`config.mk`:
```
export PLATFORM = sky130hd
export DESIGN_NAME = seq_pattern_tx
export DESIGN_NICKNAME = d
export VERILOG_FILES = /design/src/rtl/seq_pkg.sv /design/src/rtl/seq_piso.sv /design/src/rtl/seq_pattern_tx.sv
export SDC_FILE = /design/constraint.sdc
export NUM_CORES = 1
export LEC_CHECK = 0
export CAP_MARGIN = 20
export CORE_ASPECT_RATIO = 1.5
export CORE_MARGIN = 2
export CORE_UTILIZATION = 45
export CTS_CLUSTER_SIZE = 10
export DETAILED_ROUTE_END_ITERATION = 8
export HOLD_SLACK_MARGIN = 0.1
export PLACE_DENSITY_LB_ADDON = 0.08
export SLEW_MARGIN = 20
export SYNTH_ARGS = -nofsm -noshare
export SYNTH_HDL_FRONTEND = slang
export SYNTH_SLANG_ARGS = --single-unit
```
`constraint.sdc`:
```
create_clock -name clk -period 6.2 [get_ports clk]
set_clock_uncertainty 0.05 [all_clocks]
set_input_delay 1.55 -clock clk [delete_from_list [all_inputs] [get_ports clk]]
set_output_delay 1.55 -clock clk [all_outputs]
set_load 0.02 [all_outputs]
```
`src/rtl/seq_pkg.sv`:
```
// Shared types and constants for the serial pattern transmitter.
package seq_pkg;

    typedef enum logic [1:0] {
        IDLE,
        SHIFT,
        GAP,
        DONE
    } state_t;

    localparam int unsigned PAT_W_DEFAULT = 4;
    localparam logic [PAT_W_DEFAULT-1:0] DEFAULT_PATTERN = 4'b1010;

endpackage

```
`src/rtl/seq_piso.sv`:
```
// Parallel-load, MSB-first shift register; zeros are shifted in behind the data
// so the serial line idles low once the pattern has been sent.
module seq_piso
    import seq_pkg::*;
#(
    parameter int unsigned PAT_W = PAT_W_DEFAULT
) (
    input  logic             clk,
    input  logic             reset,
    input  logic             load,
    input  logic             shift,
    input  logic [PAT_W-1:0] data,
    output logic             serial_bit,
    output logic             last_bit
);

    localparam int unsigned IDX_W = $clog2(PAT_W);
    localparam logic [IDX_W-1:0] LAST_IDX = IDX_W'(PAT_W - 1);

    logic [PAT_W-1:0] shreg;
    logic [IDX_W-1:0] idx;

    always_ff @(posedge clk or posedge reset) begin
        if (reset) begin
            shreg <= '0;
            idx   <= '0;
        end else if (load) begin
            shreg <= data;
            idx   <= '0;
        end else if (shift) begin
            shreg <= {shreg[PAT_W-2:0], 1'b0};
            // Index parks on the LSB position instead of wrapping.
            idx   <= (idx == LAST_IDX) ? idx : idx + 1'b1;
        end
    end

    assign serial_bit = shreg[PAT_W-1];
    assign last_bit   = (idx == LAST_IDX);

endmodule

```
`src/rtl/seq_pattern_tx.sv`:
```
// Serial pattern transmitter: repeats a latched pattern MSB-first with an
// optional idle gap between repetitions.
module seq_pattern_tx
    import seq_pkg::*;
#(
    parameter int unsigned PAT_W = PAT_W_DEFAULT,
    parameter int unsigned CNT_W = 8,
    parameter int unsigned GAP_W = 4
) (
    input  logic             clk,
    input  logic             reset,
    input  logic             start,
    input  logic [PAT_W-1:0] pattern,
    input  logic [CNT_W-1:0] repeat_cnt,
    input  logic [GAP_W-1:0] gap_cycles,
    input  logic             abort,
    output logic             output_bit,
    output logic             bit_valid,
    output logic             frame_start,
    output logic             busy,
    output logic             done,
    output logic [CNT_W-1:0] reps_sent
);

    state_t           state;
    logic [PAT_W-1:0] pat_lat;
    logic [CNT_W-1:0] rep_lat;
    logic [GAP_W-1:0] gap_lat;
    logic [GAP_W-1:0] gap_cnt;

    logic             piso_load;
    logic             piso_shift;
    logic [PAT_W-1:0] piso_data;
    logic             piso_last;

    logic [CNT_W:0]   reps_inc;
    logic             more_reps;

    always_comb begin
        reps_inc  = {1'b0, reps_sent} + {{CNT_W{1'b0}}, 1'b1};
        more_reps = (reps_inc < {1'b0, rep_lat});
    end

    // The shifter's MSB register is the serial output; loading zeros on abort
    // keeps output_bit registered while forcing it low in the next cycle.
    always_comb begin
        piso_load  = 1'b0;
        piso_shift = 1'b0;
        piso_data  = pat_lat;
        if (abort) begin
            piso_load = 1'b1;
            piso_data = '0;
        end else begin
            unique case (state)
                IDLE: begin
                    if (start && (repeat_cnt != '0)) begin
                        piso_load = 1'b1;
                        piso_data = pattern;
                    end
                end
                SHIFT: begin
                    if (piso_last && more_reps && (gap_lat == '0))
                        piso_load = 1'b1;
                    else
                        piso_shift = 1'b1;
                end
                GAP: begin
                    if (gap_cnt == GAP_W'(1))
                        piso_load = 1'b1;
                end
                DONE: ;
            endcase
        end
    end

    seq_piso #(
        .PAT_W (PAT_W)
    ) u_piso (
        .clk        (clk),
        .reset      (reset),
        .load       (piso_load),
        .shift      (piso_shift),
        .data       (piso_data),
        .serial_bit (output_bit),
        .last_bit   (piso_last)
    );

    always_ff @(posedge clk or posedge reset) begin
        if (reset) begin
            state       <= IDLE;
            pat_lat     <= '0;
            rep_lat     <= '0;
            gap_lat     <= '0;
            gap_cnt     <= '0;
            bit_valid   <= 1'b0;
            frame_start <= 1'b0;
            busy        <= 1'b0;
            done        <= 1'b0;
            reps_sent   <= '0;
        end else if (abort) begin
            state       <= IDLE;
            bit_valid   <= 1'b0;
            frame_start <= 1'b0;
            busy        <= 1'b0;
            done        <= 1'b0;
        end else begin
            unique case (state)
                IDLE: begin
                    done <= 1'b0;
                    if (start) begin
                        pat_lat   <= pattern;
                        rep_lat   <= repeat_cnt;
                        gap_lat   <= gap_cycles;
                        reps_sent <= '0;
                        if (repeat_cnt != '0) begin
                            state       <= SHIFT;
                            bit_valid   <= 1'b1;
                            frame_start <= 1'b1;
                            busy        <= 1'b1;
                        end else begin
                            state <= DONE;
                            done  <= 1'b1;
                        end
                    end
                end
                SHIFT: begin
                    frame_start <= 1'b0;
                    if (piso_last) begin
                        reps_sent <= (reps_sent == '1) ? reps_sent : reps_inc[CNT_W-1:0];
                        if (more_reps && (gap_lat == '0)) begin
                            frame_start <= 1'b1;
                        end else if (more_reps) begin
                            state     <= GAP;
                            gap_cnt   <= gap_lat;
                            bit_valid <= 1'b0;
                        end else begin
                            state     <= DONE;
                            bit_valid <= 1'b0;
                            busy      <= 1'b0;
                            done      <= 1'b1;
                        end
                    end
                end
                GAP: begin
                    if (gap_cnt == GAP_W'(1)) begin
                        state       <= SHIFT;
                        bit_valid   <= 1'b1;
                        frame_start <= 1'b1;
                    end else begin
                        gap_cnt <= gap_cnt - 1'b1;
                    end
                end
                DONE: begin
                    state <= IDLE;
                    done  <= 1'b0;
                end
            endcase
        end
    end

endmodule
```
# Word level (Yosys, flattened, before mapping)
# Index checks and enable logic that the tools add are counted.
dict set report totals {
  ff_bits 40
  in_bits 20
  output_inout_bits 13
}
dict set report classes {
  addsub 3
  magnitude_cmp 1
  eq_ne 19
  muxes 56
  bitwise_logic 1
  n_reduce_logical 22
}
# operator count
set op_table {}
lappend op_table {{4-bit 2-to-1 mux} 9}
lappend op_table {{1-bit 2-to-1 mux} 27}
lappend op_table {{8-bit 2-to-1 mux} 3}
lappend op_table {{2-bit 2-to-1 mux} 9}
lappend op_table {{3-bit inequality test (second input constant)} 6}
lappend op_table {{6-bit AND reduction} 3}
lappend op_table {{8-bit case mux with 2 select lines} 1}
lappend op_table {{2-bit inequality test (second input constant)} 7}
lappend op_table {{1-bit case mux with 3 select lines} 4}
lappend op_table {{4-bit AND reduction} 3}
lappend op_table {{8-bit by 1-bit adder with 9-bit output (second input constant)} 1}
lappend op_table {{9-bit by 8-bit < comparator with 1-bit output} 1}
lappend op_table {{8-bit == test (second input constant)} 1}
lappend op_table {{2-bit case mux with 4 select lines} 1}
lappend op_table {{4-bit case mux with 2 select lines} 1}
lappend op_table {{4-bit nonzero test} 2}
lappend op_table {{8-bit nonzero test} 1}
lappend op_table {{2-bit == test (second input constant)} 3}
lappend op_table {{2-bit nonzero test} 3}
lappend op_table {{5-bit AND reduction} 1}
lappend op_table {{4-bit by 1-bit == test with 1-bit output (second input constant)} 1}
lappend op_table {{1-bit logical AND} 4}
lappend op_table {{4-bit logical NOT} 1}
lappend op_table {{4-bit by 1-bit subtractor with 4-bit output (second input constant)} 1}
lappend op_table {{other kinds (8)} 8}

# Depth between registers and ports, before layout
# Gate-level depths: netlist (run 1).
dict set report logic_depth {
  depth_word 9
  depth_mapped 11
  ltp_nobuf 11
}

# By module
# Synthesis (run 1) repeated with hierarchy kept, for this count alone.
dict set report unflattened {
  hier_cells 244
  area_unflattened_um2 2417.3
}
# mod n_inst cells_each area_each_um2 seq_area_each_um2
set by_module_without_submodules {}
lappend by_module_without_submodules {seq_pattern_tx 1 218 2139.6 850.8}
lappend by_module_without_submodules {seq_piso 1 26 277.8 150.1}

# Worst setup path before layout (run 1)
# Ideal clock, no wire load.
dict set report synth_timing {
  path_type {input-to-reg}
  start {input port repeat_cnt[2]}
  end {register u_piso.shreg[1]}
  t_arrival_ns 2.927
  required_time_ns 6.012
  slack_ns 3.085
  stages 7
  path_buffers 1
  cell_sequence {or4_1 o21ba_1 buf_4 o21bai_4 o31ai_4 a32oi_1 o21ai_1}
}
dict set report synth_via {
  elab_chain_cells 6
  word_cells_on_any_way 10
  cone_classes {mux (7); reduce/logical (3)}
}
# element line_no
set synth_lines {}
lappend synth_lines {{start: declaration} seq_pattern_tx.sv:14} ;# input logic [CNT_W-1:0] repeat_cnt,
lappend synth_lines {{8-bit nonzero test *} seq_pattern_tx.sv:56} ;# if (start && (repeat_cnt != '0)) begin
lappend synth_lines {{1-bit logical AND *} seq_pattern_tx.sv:56}
lappend synth_lines {{1-bit 2-to-1 mux / 4-bit 2-to-1 mux (equally long branches)} seq_pattern_tx.sv:56}
lappend synth_lines {{1-bit case mux with 3 select lines / 4-bit 2-to-1 mux (equally long branches)} seq_pattern_tx.sv:54} ;# unique case (state)
lappend synth_lines {{1-bit 2-to-1 mux / 4-bit 2-to-1 mux (equally long branches)} seq_pattern_tx.sv:50} ;# if (abort) begin
lappend synth_lines {{4-bit 2-to-1 mux / 2-bit nonzero test (equally long branches)} -}
lappend synth_lines {{end signal: assignment} seq_piso.sv:28} ;# shreg <= data;
lappend synth_lines {{end signal: assignment} seq_piso.sv:31} ;# shreg <= {shreg[PAT_W-2:0], 1'b0};
lappend synth_lines {{end: declaration} seq_piso.sv:20} ;# logic [PAT_W-1:0] shreg;
# Mark *: on every way between the ends. The rest lies on a longest branch, timed or not.
# A chain may end at the register's enable or synchronous reset.

# Worst setup path in the final report (run 1)
dict set report layout_timing {
  start {input port abort}
  end {register reps_sent[7]}
}
dict set report layout_via {
  elab_chain_cells 2
}
# element line_no
set layout_lines {}
lappend layout_lines {{start: declaration} seq_pattern_tx.sv:16} ;# input logic abort,
lappend layout_lines {{1-bit NOT (no line)} -}
lappend layout_lines {{5-bit AND reduction (no line)} -}
lappend layout_lines {{end signal: assignment} seq_pattern_tx.sv:129} ;# reps_sent <= (reps_sent == '1) ? reps_sent : reps_inc[CNT_W-1:0];
lappend layout_lines {{end: declaration} seq_pattern_tx.sv:22} ;# output logic [CNT_W-1:0] reps_sent
# No other way between the ends.

==> results.tsv, run 1 <==
stage	metric	value	unit
job	count of max-cap constraint violations	0	
clocking	clk_lat worst skew	0.30	ns
synth	synthesized cell area	0.002459	mm^2
routing	via count	1880	
power_and_ir_drop	Switch Pwr	0.3979	mW
power_and_ir_drop	Clk pwr share	20.4	%
power_and_ir_drop	sequential power share	39.6	%
placed_design	hpwl dp	3.942	mm
die	die height	94.53	um
global_routing	gr usage total	18.96	%
synth	Post-Synthesis Cells	240	
power_and_ir_drop	P per Cell Area	359.9	mW/mm^2
final_layout	Nets	308	
critical_path	critical path class	in2reg	
critical_path	CP Data Required Time	6.35	ns
timing	Highest Clock Rate	290.9	MHz
global_routing	vias in the first global route	1848	
routing	vias per cell	5.481	
synth	FFs w/ async S/R, synth	100.0	%
power_and_ir_drop	Pint	0.6609	mW
global_routing	largest net degree at the start of global routing	41	
synth	Syn Area/Cell	10.24	um^2
timing	minimum clock period	3.438	ns
global_routing	grt total ovfl	0	
placed_design	Inst Count DP	335	
routing	ANT nets after route	0	
timing	final hold vios	0	
timing	RSZ-0062 raised after global routing	no	
timing	final setup fails	0	
timing	pins over their slew limit	0	
synth	count of cell types in the netlist	55	
final_layout	ANT cells	0	
final_layout	Area Growth Syn to Fin	19.64	%
placed_design	Port Buffers	32	
global_routing	initial antenna violation count	0	
power_and_ir_drop	Lkg Pwr	1.282	nW
clocking	CTS tree	built	
die	initial core utilization	45.80	%
global_routing	global-route wire length before repair	8.783	mm
clocking	H-tree lvl count	2	
die	die width	64.35	um
synth	ys flop type	dfrtp_1	
die	Ports	33	
final_layout	# fillers	512	
routing	DRC Markers	0	
clocking	Root Buffer	clkbuf_8	
timing	worst-margin pin slew	0.8928	ns
synth	flops & latches, synth	40	
timing	Rel. slew slack	39.72	%
power_and_ir_drop	worst vdd ir	0.0001778	V
critical_path	Crit. End Element	flop	
clocking	clock sink total	40	
synth	sequential-to-total area share from yosys stat	40.71	%
routing	Pre-antenna DRT Iters	4	
power_and_ir_drop	Sw Share	37.58	%
final_layout	layout cell share with drive strength beyond 1	9.524	%
timing	period utilization	55.45	%
clocking	Clock transition at path regs	0.08	ns
synth	Synth Net Count	276	
power_and_ir_drop	Logic pwr share	40.0	%
status	status	finished clean	
synth	EDFF count, synth	0	
clocking	CTS hold repair buffers	0	
clocking	PostCTS Resize Cnt	0	
final_layout	Post-Layout Cell Count	343	
critical_path	startpoint types	input pin	
clocking	Setup Buffers After CTS	0	
synth	synth warn	0	
final_layout	register area	0.001001	mm^2
routing	wire per inst	15.20	um
timing	Setup TNS Final	0	ns
critical_path	CP Max Fanout	21	
die	Site Rows	33	
die	area of the core	0.005368	mm^2
clocking	clk buf depth	2	
routing	drt total wl	5.214	mm
final_layout	area of the multi-input gates	0.001354	mm^2
critical_path	WP data arrival	3.59	ns
placed_design	Placer Congestion	0.8657	
worst_hold_path	Min-Delay Path Class	reg2reg	
clocking	CTS buffer count	5	
die	die area	0.006083	mm^2
routing	DRT iter0 DRCs	121	
-- worst paths after layout --
path	slack, ns	end	cells after the start	startpoint
worst max-delay path	2.76	reps_sent[7]$_DFFE_PP0P_	4	abort
worst min-delay path	0.44	pat_lat[2]$_DFFE_PP0P_	1	pat_lat[2]$_DFFE_PP0P_
worst max register to register	2.79	u_piso.shreg[0]$_DFFE_PP0P_	11	reps_sent[0]$_DFFE_PP0P_
worst min register to register	0.44	pat_lat[2]$_DFFE_PP0P_	1	pat_lat[2]$_DFFE_PP0P_
max in group asynchronous	4.11	done$_DFFE_PP0P_	3	reset
min in group asynchronous	1.62	reps_sent[2]$_DFFE_PP0P_	3	reset
-- synth_stat cells (4+ instances only) --
| cell | count | area share, % |
|---|---|---|
| mux2_1 | 18 | 8.2 |
| nand3_1 | 7 | 1.4 |
| inv_1 | 13 | 2.0 |
| nor2_1 | 20 | 3.1 |
| clkbuf_1 | 4 | 0.61 |
| xnor2_1 | 5 | 1.8 |
| o21ai_1 | 15 | 3.1 |
| a21oi_1 | 7 | 1.4 |
| nand2_1 | 19 | 2.9 |
| a32oi_1 | 4 | 1.4 |
| nor3_1 | 4 | 0.81 |
| mux2i_1 | 10 | 4.1 |
| dfrtp_1 | 40 | 41 |
| ha_1 | 16 | 8.1 |
-- area by class of cell --
| type | count | area share, % |
|---|---|---|
| clock inverter | 3 | 1.446 |
| multi-input combinational | 176 | 46.02 |
| timing repair buffer | 33 | 11.14 |
| clock buffer | 5 | 2.339 |
| sequential | 40 | 34.03 |
| inverter | 16 | 2.042 |
| tap | 70 | 2.977 |
-- metal layers --
layer / track usage [%] / up-vias / part of all wire, %
li1: - / 923 / -
met1: 21.43 / 904 / 40
met2: 34.29 / 40 / 53
met3: 3.933 / 13 / 3.3
met4: 7.979 / 0 / 3.0
met5: 0 / - / 0
-- placed cells by master (no fill, tap or decap), types with 2 or more instances in the layout --
cell             netlist  layout
nor2b_1                2       2
or4_1                  2       2
nor2_1                20      20
or3_1                  3       3
nor3_1                 4       4
clkdlybuf4s50_1        0      32
a21oi_1                7       7
and3_1                 2       2
o41ai_2                2       2
dfrtp_1               40      40
nand2b_1               3       3
a21o_1                 2       2
mux2i_1               10      10
nand2_1               19      19
inv_1                 13      13
o31ai_1                3       3
ha_1                  16      16
mux2_1                18      18
xnor2_1                5       5
o21a_1                 2       2
xor2_1                 2       2
inv_2                  3       3
a32oi_1                4       4
nand3_1                7       7
o21ai_1               15      15
a31oi_1                2       2
clkbuf_8               0       5
-- critical path, cell delays in order --
cell and delay, ns:
clkdlybuf4s50_1 0.77, or4_4 0.77, or2_4 0.28, o41ai_2 0.20
-- logic make-up (layout without fill, tap and decap cells) --
group	Yosys count	count (layout)	synth area share, %
AOI/OAI and AO/OA	53	53	16.64
xor gates and xnor gates	7	7	2.494
adders and majority gates	16	16	8.142
buffers and inverters	24	57	4.224
DFF	40	40	40.71
muxes	28	28	12.32
and+or+nand+nor	72	72	15.47
-- metrics by stage --
step / power, mW / setup slack, ns / hold WS (ns) / util (%) / cell area, um^2
2_1_floorplan: 0.7248 / 3.085 / 0.4135 / - / 2459
3_3_place_gp: 0.8446 / 2.460 / 0.4223 / 52.73 / 2830
3_5_place_dp: 0.8535 / 2.450 / 0.4309 / 52.73 / 2830
4_1_cts: 1.073 / 2.749 / 0.4499 / 54.80 / 2942
5_1_grt: 1.142 / 2.551 / 0.4604 / 54.80 / 2942
6_report: 1.059 / 2.762 / 0.4429 / 54.80 / 2942
-- power by group through the flow --
stage | logic (mW) | clock network, mW | registers (mW)
after floorplan | 0.297 | 0 | 0.428
after global placement | 0.420 | 0 | 0.424
after detailed placement | 0.426 | 0 | 0.427
after CTS | 0.429 | 0.223 | 0.422
after global routing | 0.475 | 0.233 | 0.434
final | 0.424 | 0.216 | 0.419
-- registers in the layout (all words and copies together) (netlist names) --
name	cells
done	1
bit_valid	1
pat_lat	4
frame_start	1
u_piso.idx	2
reps_sent	8
gap_lat	4
gap_cnt	4
rep_lat	8
u_piso.shreg	4
busy	1
state	2
Note: power is estimated with default switching activity, not from simulation.
==> run 2: changes to the inputs <==
- clock period: 6.2 -> 2.9 ns (I/O delays scaled with it)
==> run 2 against run 1 <==
  * Sequential power grew 110%
  * Global-route usage grew 1.5 points
  * Register-to-register slack got worse by 2.7 ns
  * Clock power increased by 79%
  * Die area stayed put
  * Design area up 9.8%
  * First-iteration DRC count down 52%
  * Critical endpoint is now u_piso.shreg[3]$_DFFE_PP0P_
  * Worst hold slack lost 0.0018 ns
==> results.tsv, run 2 (synthesis results as in run 1) <==
stage	metric	value	unit	change
die	initial core utilization	45.80	%	unchanged
final_layout	Nets	330		+7.1%
routing	vias per cell	5.493		+0.22%
timing	Highest Clock Rate	355.8	MHz	
routing	drt total wl	5.735	mm	+10%
clocking	H-tree lvl count	2		unchanged
critical_path	R2R Path End	u_piso.shreg[3]$_DFFE_PP0P_		
routing	DRC Markers	0		unchanged
worst_hold_path	hold_sp	pat_lat[3]$_DFFE_PP0P_		
clocking	CTS buffer count	5		unchanged
worst_hold_path	WHS Path Cells	1		unchanged
timing	period utilization	96.91	%	
routing	DRT iter0 DRCs	58		-52%
critical_path	startpoint types	flop		
die	Site Rows	33		unchanged
power_and_ir_drop	Design Power	2.338	mW	+120%
die	area of the core	0.005368	mm^2	unchanged
clocking	clk buf depth	2		unchanged
routing	ANT nets after route	0		unchanged
critical_path	R2R Setup Slk	0.09	ns	-2.70 ns
global_routing	largest net degree at the start of global routing	41		unchanged
power_and_ir_drop	P per Cell Area	724.0	mW/mm^2	+100%
timing	worst hold margin	0.4411	ns	-0.001779 ns
placed_design	hpwl dp	4.271	mm	+8.4%
timing	worst-margin pin slew	0.9879	ns	+0.09514 ns
power_and_ir_drop	worst vdd ir	0.0003409	V	+92%
clocking	Clock transition at path regs	0.08	ns	about the same
status	status	finished clean		
final_layout	ANT cells	0		unchanged
critical_path	CP Data Required Time	3.07	ns	-3.28 ns
die	die area	0.006083	mm^2	unchanged
clocking	CTS tree	built		
global_routing	vias in the first global route	2035		+10%
final_layout	most frequent cells in the layout	dfrtp_1, clkdlybuf4s50_1, buf_4		
critical_path	WP data arrival	2.98	ns	-0.61 ns
timing	Rel. slew slack	33.30	%	-6.4 points
final_layout	register area	0.001005	mm^2	+0.37%
critical_path	CP Max Fanout	6		-71%
routing	Pre-antenna DRT Iters	4		unchanged
timing	final setup fails	0		unchanged
final_layout	layout cell share with drive strength beyond 1	20.68	%	+11 points
clocking	clk_lat worst skew	0.29	ns	about the same
critical_path	Crit. End Element	flop		
timing	pins over their slew limit	0		unchanged
global_routing	global-route wire length before repair	9.508	mm	+8.3%
final_layout	# fillers	478		-6.6%
clocking	CTS hold repair buffers	0		unchanged
routing	via count	2005		+6.6%
routing	wire per inst	15.71	um	+3.4%
final_layout	Area Growth Syn to Fin	31.35	%	
die	die height	94.53	um	unchanged
global_routing	grt total ovfl	0		unchanged
die	die width	64.35	um	unchanged
final_layout	biggest regs	rep_lat (8), reps_sent (8)		
final_layout	post-layout util	60.16	%	+5.4 points
critical_path	r2r worst-path depth	13		+2
placed_design	Placer Congestion	0.8731		+0.85%
global_routing	initial antenna violation count	0		unchanged
final_layout	area of the multi-input gates	0.001478	mm^2	+9.1%
critical_path	critical path class	reg2reg		
critical_path	reg-to-reg critical path startpoint	reps_sent[1]$_DFFE_PP0P_		
die	Ports	33		unchanged
clocking	Root Buffer	clkbuf_8		
placed_design	Port Buffers	32		unchanged
timing	final hold vios	0		unchanged
timing	RSZ-0062 raised after global routing	yes		
clocking	clock sink total	40		unchanged
job	count of max-cap constraint violations	0		unchanged
power_and_ir_drop	Lkg Pwr	1.413	nW	+10%
worst_hold_path	Min-Delay Path Class	reg2reg		
worst_hold_path	Min-Delay Endpoint	pat_lat[3]$_DFFE_PP0P_		
final_layout	commonest non-fill, non-tap cell in the layout	dfrtp_1		
timing	minimum clock period	2.810	ns	
global_routing	gr usage total	20.50	%	+1.5 points
## run 2: worst max path at each step
stage	startpoint	end	slack, ns	cells after the start
after floorplan	reps_sent[0]$_DFFE_PP0P_	state[1]$_DFFE_PP0P_	-0.004	11
after global placement	repeat_cnt[2]	u_piso.shreg[3]$_DFFE_PP0P_	0.03	7
after detailed placement	repeat_cnt[2]	u_piso.shreg[3]$_DFFE_PP0P_	-0.000002	7
after CTS	reps_sent[1]$_DFFE_PP0P_	gap_cnt[1]$_DFFE_PP0P_	0.004	11
after global routing	reps_sent[1]$_DFFE_PP0P_	u_piso.shreg[1]$_DFFE_PP0P_	-0.04	13
final	reps_sent[1]$_DFFE_PP0P_	u_piso.shreg[3]$_DFFE_PP0P_	0.09	13
## run 2: routing by layer
metal	wire, um	global-route usage, %	vias to the layer above
met5	0	0	-
li1	-	-	978
met4	167	9.574	0
met3	136	3.337	12
met1	2251	21.85	984
met2	3179	38.80	31
## run 2: where the power goes
group	switching, mW	total [mW]	internal [mW]
clock	0.192	0.386	0.194
sequential	0.147	0.895	0.748
combinational	0.550	1.06	0.507
## run 2: what timing repair did
action / in CTS / in global routing
pin swaps: 1 / 19
resized for setup: 0 / 18
cloned: 0 / 0
setup endpoints to repair: 1 / 13
endpoints found under the hold margin: 0 / 0
buffers inserted: 0 / 4
## run 2: through the flow
stage	TNS [ns]	instance area, um^2	setup WS, ns	std cells
3_3_place_gp	0	3003	0.03496	353
6_report	0	3229	0.08974	365
5_1_grt	-0.1283	3229	-0.03720	365
2_1_floorplan	-0.004261	2484	-0.004261	240
3_5_place_dp	-0.000001998	3003	-0.000001998	353
4_1_cts	0	3093	0.004135	361
## run 2: final cells by class
class                           instances  area share (%)
Clock buffer                            8           2.790
Tap cell                               70           2.712
Sequential cell                        40           31.11
Inverter                               16           1.860
Timing Repair Buffer                   55           15.77
Multi-Input combinational cell        176           45.76
## run 2: critical path, cell delays in order (launching register included)
cell and delay, ns:
dfrtp_2 0.42, and3_4 0.22, nand3_4 0.09, buf_4 0.17, xnor2_2 0.13, ha_1 0.29
and3_4 0.19, a221oi_2 0.27, nand2_2 0.13, buf_12 0.16, o31ai_4 0.31, buf_6 0.16
a32oi_1 0.05, o21ai_1 0.09
==> run 3: changes to the inputs <==
- CORE_UTILIZATION: 45 -> 50
==> run 3 against run 2 <==
  * Critical endpoint is now u_piso.shreg[2]$_DFFE_PP0P_
  * Count of clock-buffer cells in the layout decreased by 1
  * Register-to-register slack got worse by 0.09 ns
  * Sequential share of layout area decreased by 0.23 points
  * Flip-flop and latch count unchanged
  * Core utilization increased by 8.0 points
  * The flow now finishes with violations (negative setup slack)
  * Worst hold slack improved by 0.00091 ns
  * Wire length decreased by 0.21%
  * First-iteration DRC count unchanged
  * Maximum frequency decreased by 3.1%
  * Total power increased by 5.2%
  * Non-clock buffer count decreased by 2
==> results.tsv, run 3 (synthesis results as in run 1) <==
stage	metric	value	unit	change
routing	drt total wl	5.723	mm	-0.21%
timing	Rel. slew slack	35.27	%	+2.0 points
die	Ports	33		unchanged
clocking	CTS tree	built		
clocking	clk_lat worst skew	0.30	ns	about the same
die	die area	0.005506	mm^2	-9.5%
critical_path	CP Max Fanout	5		-1
die	die height	89.89	um	-4.9%
clocking	Clock transition at path regs	0.08	ns	about the same
placed_design	Placer Congestion	0.8847		+1.3%
routing	wire per inst	15.94	um	+1.5%
power_and_ir_drop	worst vdd ir	0.0004337	V	+27%
timing	RSZ-0062 raised after global routing	yes		
clocking	Root Buffer	clkbuf_8		
die	Site Rows	31		-6.1%
critical_path	slowest stage delay, CP	0.42	ns	about the same
worst_hold_path	Min-Delay Path Class	reg2reg		
final_layout	layout cell share with drive strength beyond 1	22.53	%	+1.8 points
global_routing	global-route wire length before repair	9.439	mm	-0.73%
final_layout	biggest regs	rep_lat (8), reps_sent (8)		
power_and_ir_drop	P per Cell Area	756.1	mW/mm^2	+4.4%
global_routing	initial antenna violation count	0		unchanged
clocking	clock sink total	40		unchanged
critical_path	critical path class	reg2reg		
critical_path	CP Data Required Time	3.03	ns	-0.04 ns
power_and_ir_drop	sequential power share	36.4	%	-1.9 points
global_routing	largest net degree at the start of global routing	41		unchanged
routing	DRC Markers	0		unchanged
final_layout	area of the multi-input gates	0.001485	mm^2	+0.51%
clocking	CTS hold repair buffers	0		unchanged
job	count of max-cap constraint violations	0		unchanged
placed_design	Port Buffers	32		unchanged
power_and_ir_drop	Switch Pwr	0.9201	mW	+3.5%
timing	final hold vios	0		unchanged
die	die width	61.26	um	-4.8%
timing	pins over their slew limit	0		unchanged
final_layout	commonest non-fill, non-tap cell in the layout	dfrtp_1		
critical_path	Crit. End Element	flop		
final_layout	fin area	0.003253	mm^2	+0.74%
clocking	CTS buffer count	5		unchanged
worst_hold_path	hold_sp	pat_lat[2]$_DFFE_PP0P_		
routing	ANT nets after route	0		unchanged
critical_path	reg-to-reg critical path startpoint	reps_sent[1]$_DFFE_PP0P_		
final_layout	most frequent cells in the layout	dfrtp_1, clkdlybuf4s50_1, buf_4, nand2_1, nor2_1		
routing	vias per cell	5.571		+1.4%
critical_path	WP data arrival	3.03	ns	+0.05 ns
critical_path	slowest CP cell	dfrtp_2		
final_layout	register area	0.001005	mm^2	unchanged
clocking	H-tree lvl count	2		unchanged
timing	final setup fails	1		+1
final_layout	# fillers	403		-16%
power_and_ir_drop	Logic pwr share	43.1	%	-2.1 points
power_and_ir_drop	Design Power	2.460	mW	+5.2%
die	area of the core	0.004771	mm^2	-11%
critical_path	Worst Setup SP	reps_sent[1]$_DFFE_PP0P_		
die	initial core utilization	51.53	%	+5.7 points
final_layout	Area Growth Syn to Fin	32.32	%	
power_and_ir_drop	Clk pwr share	20.5	%	+4.0 points
global_routing	gr usage total	22.83	%	+2.3 points
placed_design	hpwl dp	4.163	mm	-2.5%
power_and_ir_drop	Sw Share	37.41	%	-0.63 points
critical_path	CP Cell Sequence	ha_4 -> nand3_1 -> xnor2_1 -> ha_1 -> a21o_1 -> a221oi_4 -> nand2_2 -> buf_12 -> o41ai_4 -> buf_4 -> o21ai_2		
final_layout	ANT cells	0		unchanged
routing	via count	2000		-0.25%
status	failing checks	negative setup slack		
critical_path	startpoint types	flop		
global_routing	vias in the first global route	2087		+2.6%
timing	worst-margin pin slew	0.9588	ns	-0.02913 ns
status	status	finished, violations left		
timing	period utilization	100.0	%	+3.1 points
power_and_ir_drop	Lkg Pwr	1.412	nW	about the same
timing	Highest Clock Rate	344.7	MHz	-3.1%
routing	Pre-antenna DRT Iters	6		+2
global_routing	grt total ovfl	0		unchanged
timing	worst setup margin	-0.0006763	ns	-0.09042 ns
timing	minimum clock period	2.901	ns	+0.09042 ns
clocking	clk buf depth	2		unchanged
power_and_ir_drop	Pint	1.540	mW	+6.3%
routing	DRT iter0 DRCs	58		unchanged
placed_design	placed cell area	0.002963	mm^2	-1.3%
final_layout	Nets	328		-0.61%
[run 3: per-stage QoR]
stage | instances | TNS, ns | setup WS [ns] | util (%) | hold slack, ns
after CTS | 356 | -0.001701 | -0.001701 | 65.59 | 0.4484
after floorplan | 240 | -0.004261 | -0.004261 | - | 0.4135
final | 359 | -0.0006763 | -0.0006763 | 68.19 | 0.4420
after detailed placement | 346 | -0.05436 | -0.03067 | 62.10 | 0.4302
after global routing | 359 | -0.7956 | -0.1419 | 68.19 | 0.4676
after global placement | 346 | 0 | 0.01676 | 62.10 | 0.4223
[run 3: power by group through the flow]
stage	registers, mW	logic [mW]	clock network (mW)
detailed placement	0.900	1.00	0
global placement	0.891	0.991	0
global route	0.926	1.17	0.538
floorplan	0.918	0.655	0
CTS	0.888	1.01	0.515
finish	0.896	1.06	0.504
[run 3: area by class of cell]
| class | count | area share, % |
|---|---|---|
| clock buffer | 7 | 2.962 |
| clock inverter | 1 | 0.9231 |
| inverter | 16 | 1.846 |
| multi-input combinational | 176 | 45.65 |
| sequential | 40 | 30.88 |
| tap | 66 | 2.538 |
| timing repair buffer | 53 | 15.19 |
[run 3: path summary, 6_finish.rpt]
path	slack, ns	to	cells past startpoint
max	-0.0007	u_piso.shreg[2]$_DFFE_PP0P_	11
min	0.44	pat_lat[2]$_DFFE_PP0P_	1
max reg2reg	-0.0007	u_piso.shreg[2]$_DFFE_PP0P_	11
min reg2reg	0.44	pat_lat[2]$_DFFE_PP0P_	1
max in group asynchronous	1.62	reps_sent[4]$_DFFE_PP0P_	3
min in group asynchronous	0.79	reps_sent[3]$_DFFE_PP0P_	3
[run 3: worst max-delay path: cells and delay by family (launching register included)]
kind	cells	cell delay, ns
simple gates	2	0.24
xor+xnor	1	0.36
fa+ha+maj	2	0.47
flops	1	0.42
buf+inv	2	0.37
compound gates	4	0.88
[run 3: routing by layer]
metal	part of all wire, %	vias up	wire length, um	GRT usage (%)
met1	38	961	2198	24.91
met4	3.5	0	198	10.14
met2	54	55	3108	40.87
met3	3.8	15	217	3.453
li1	-	969	-	-
met5	0	-	0	0
[run 3: what timing repair did]
action | 4_1_cts | 5_1_grt
endpoints found under the setup margin | 3 | 13
setup buffers | 2 | 3
pin swaps | 3 | 18
gates resized for setup | 2 | 20
endpoints found under the hold margin | 0 | 0
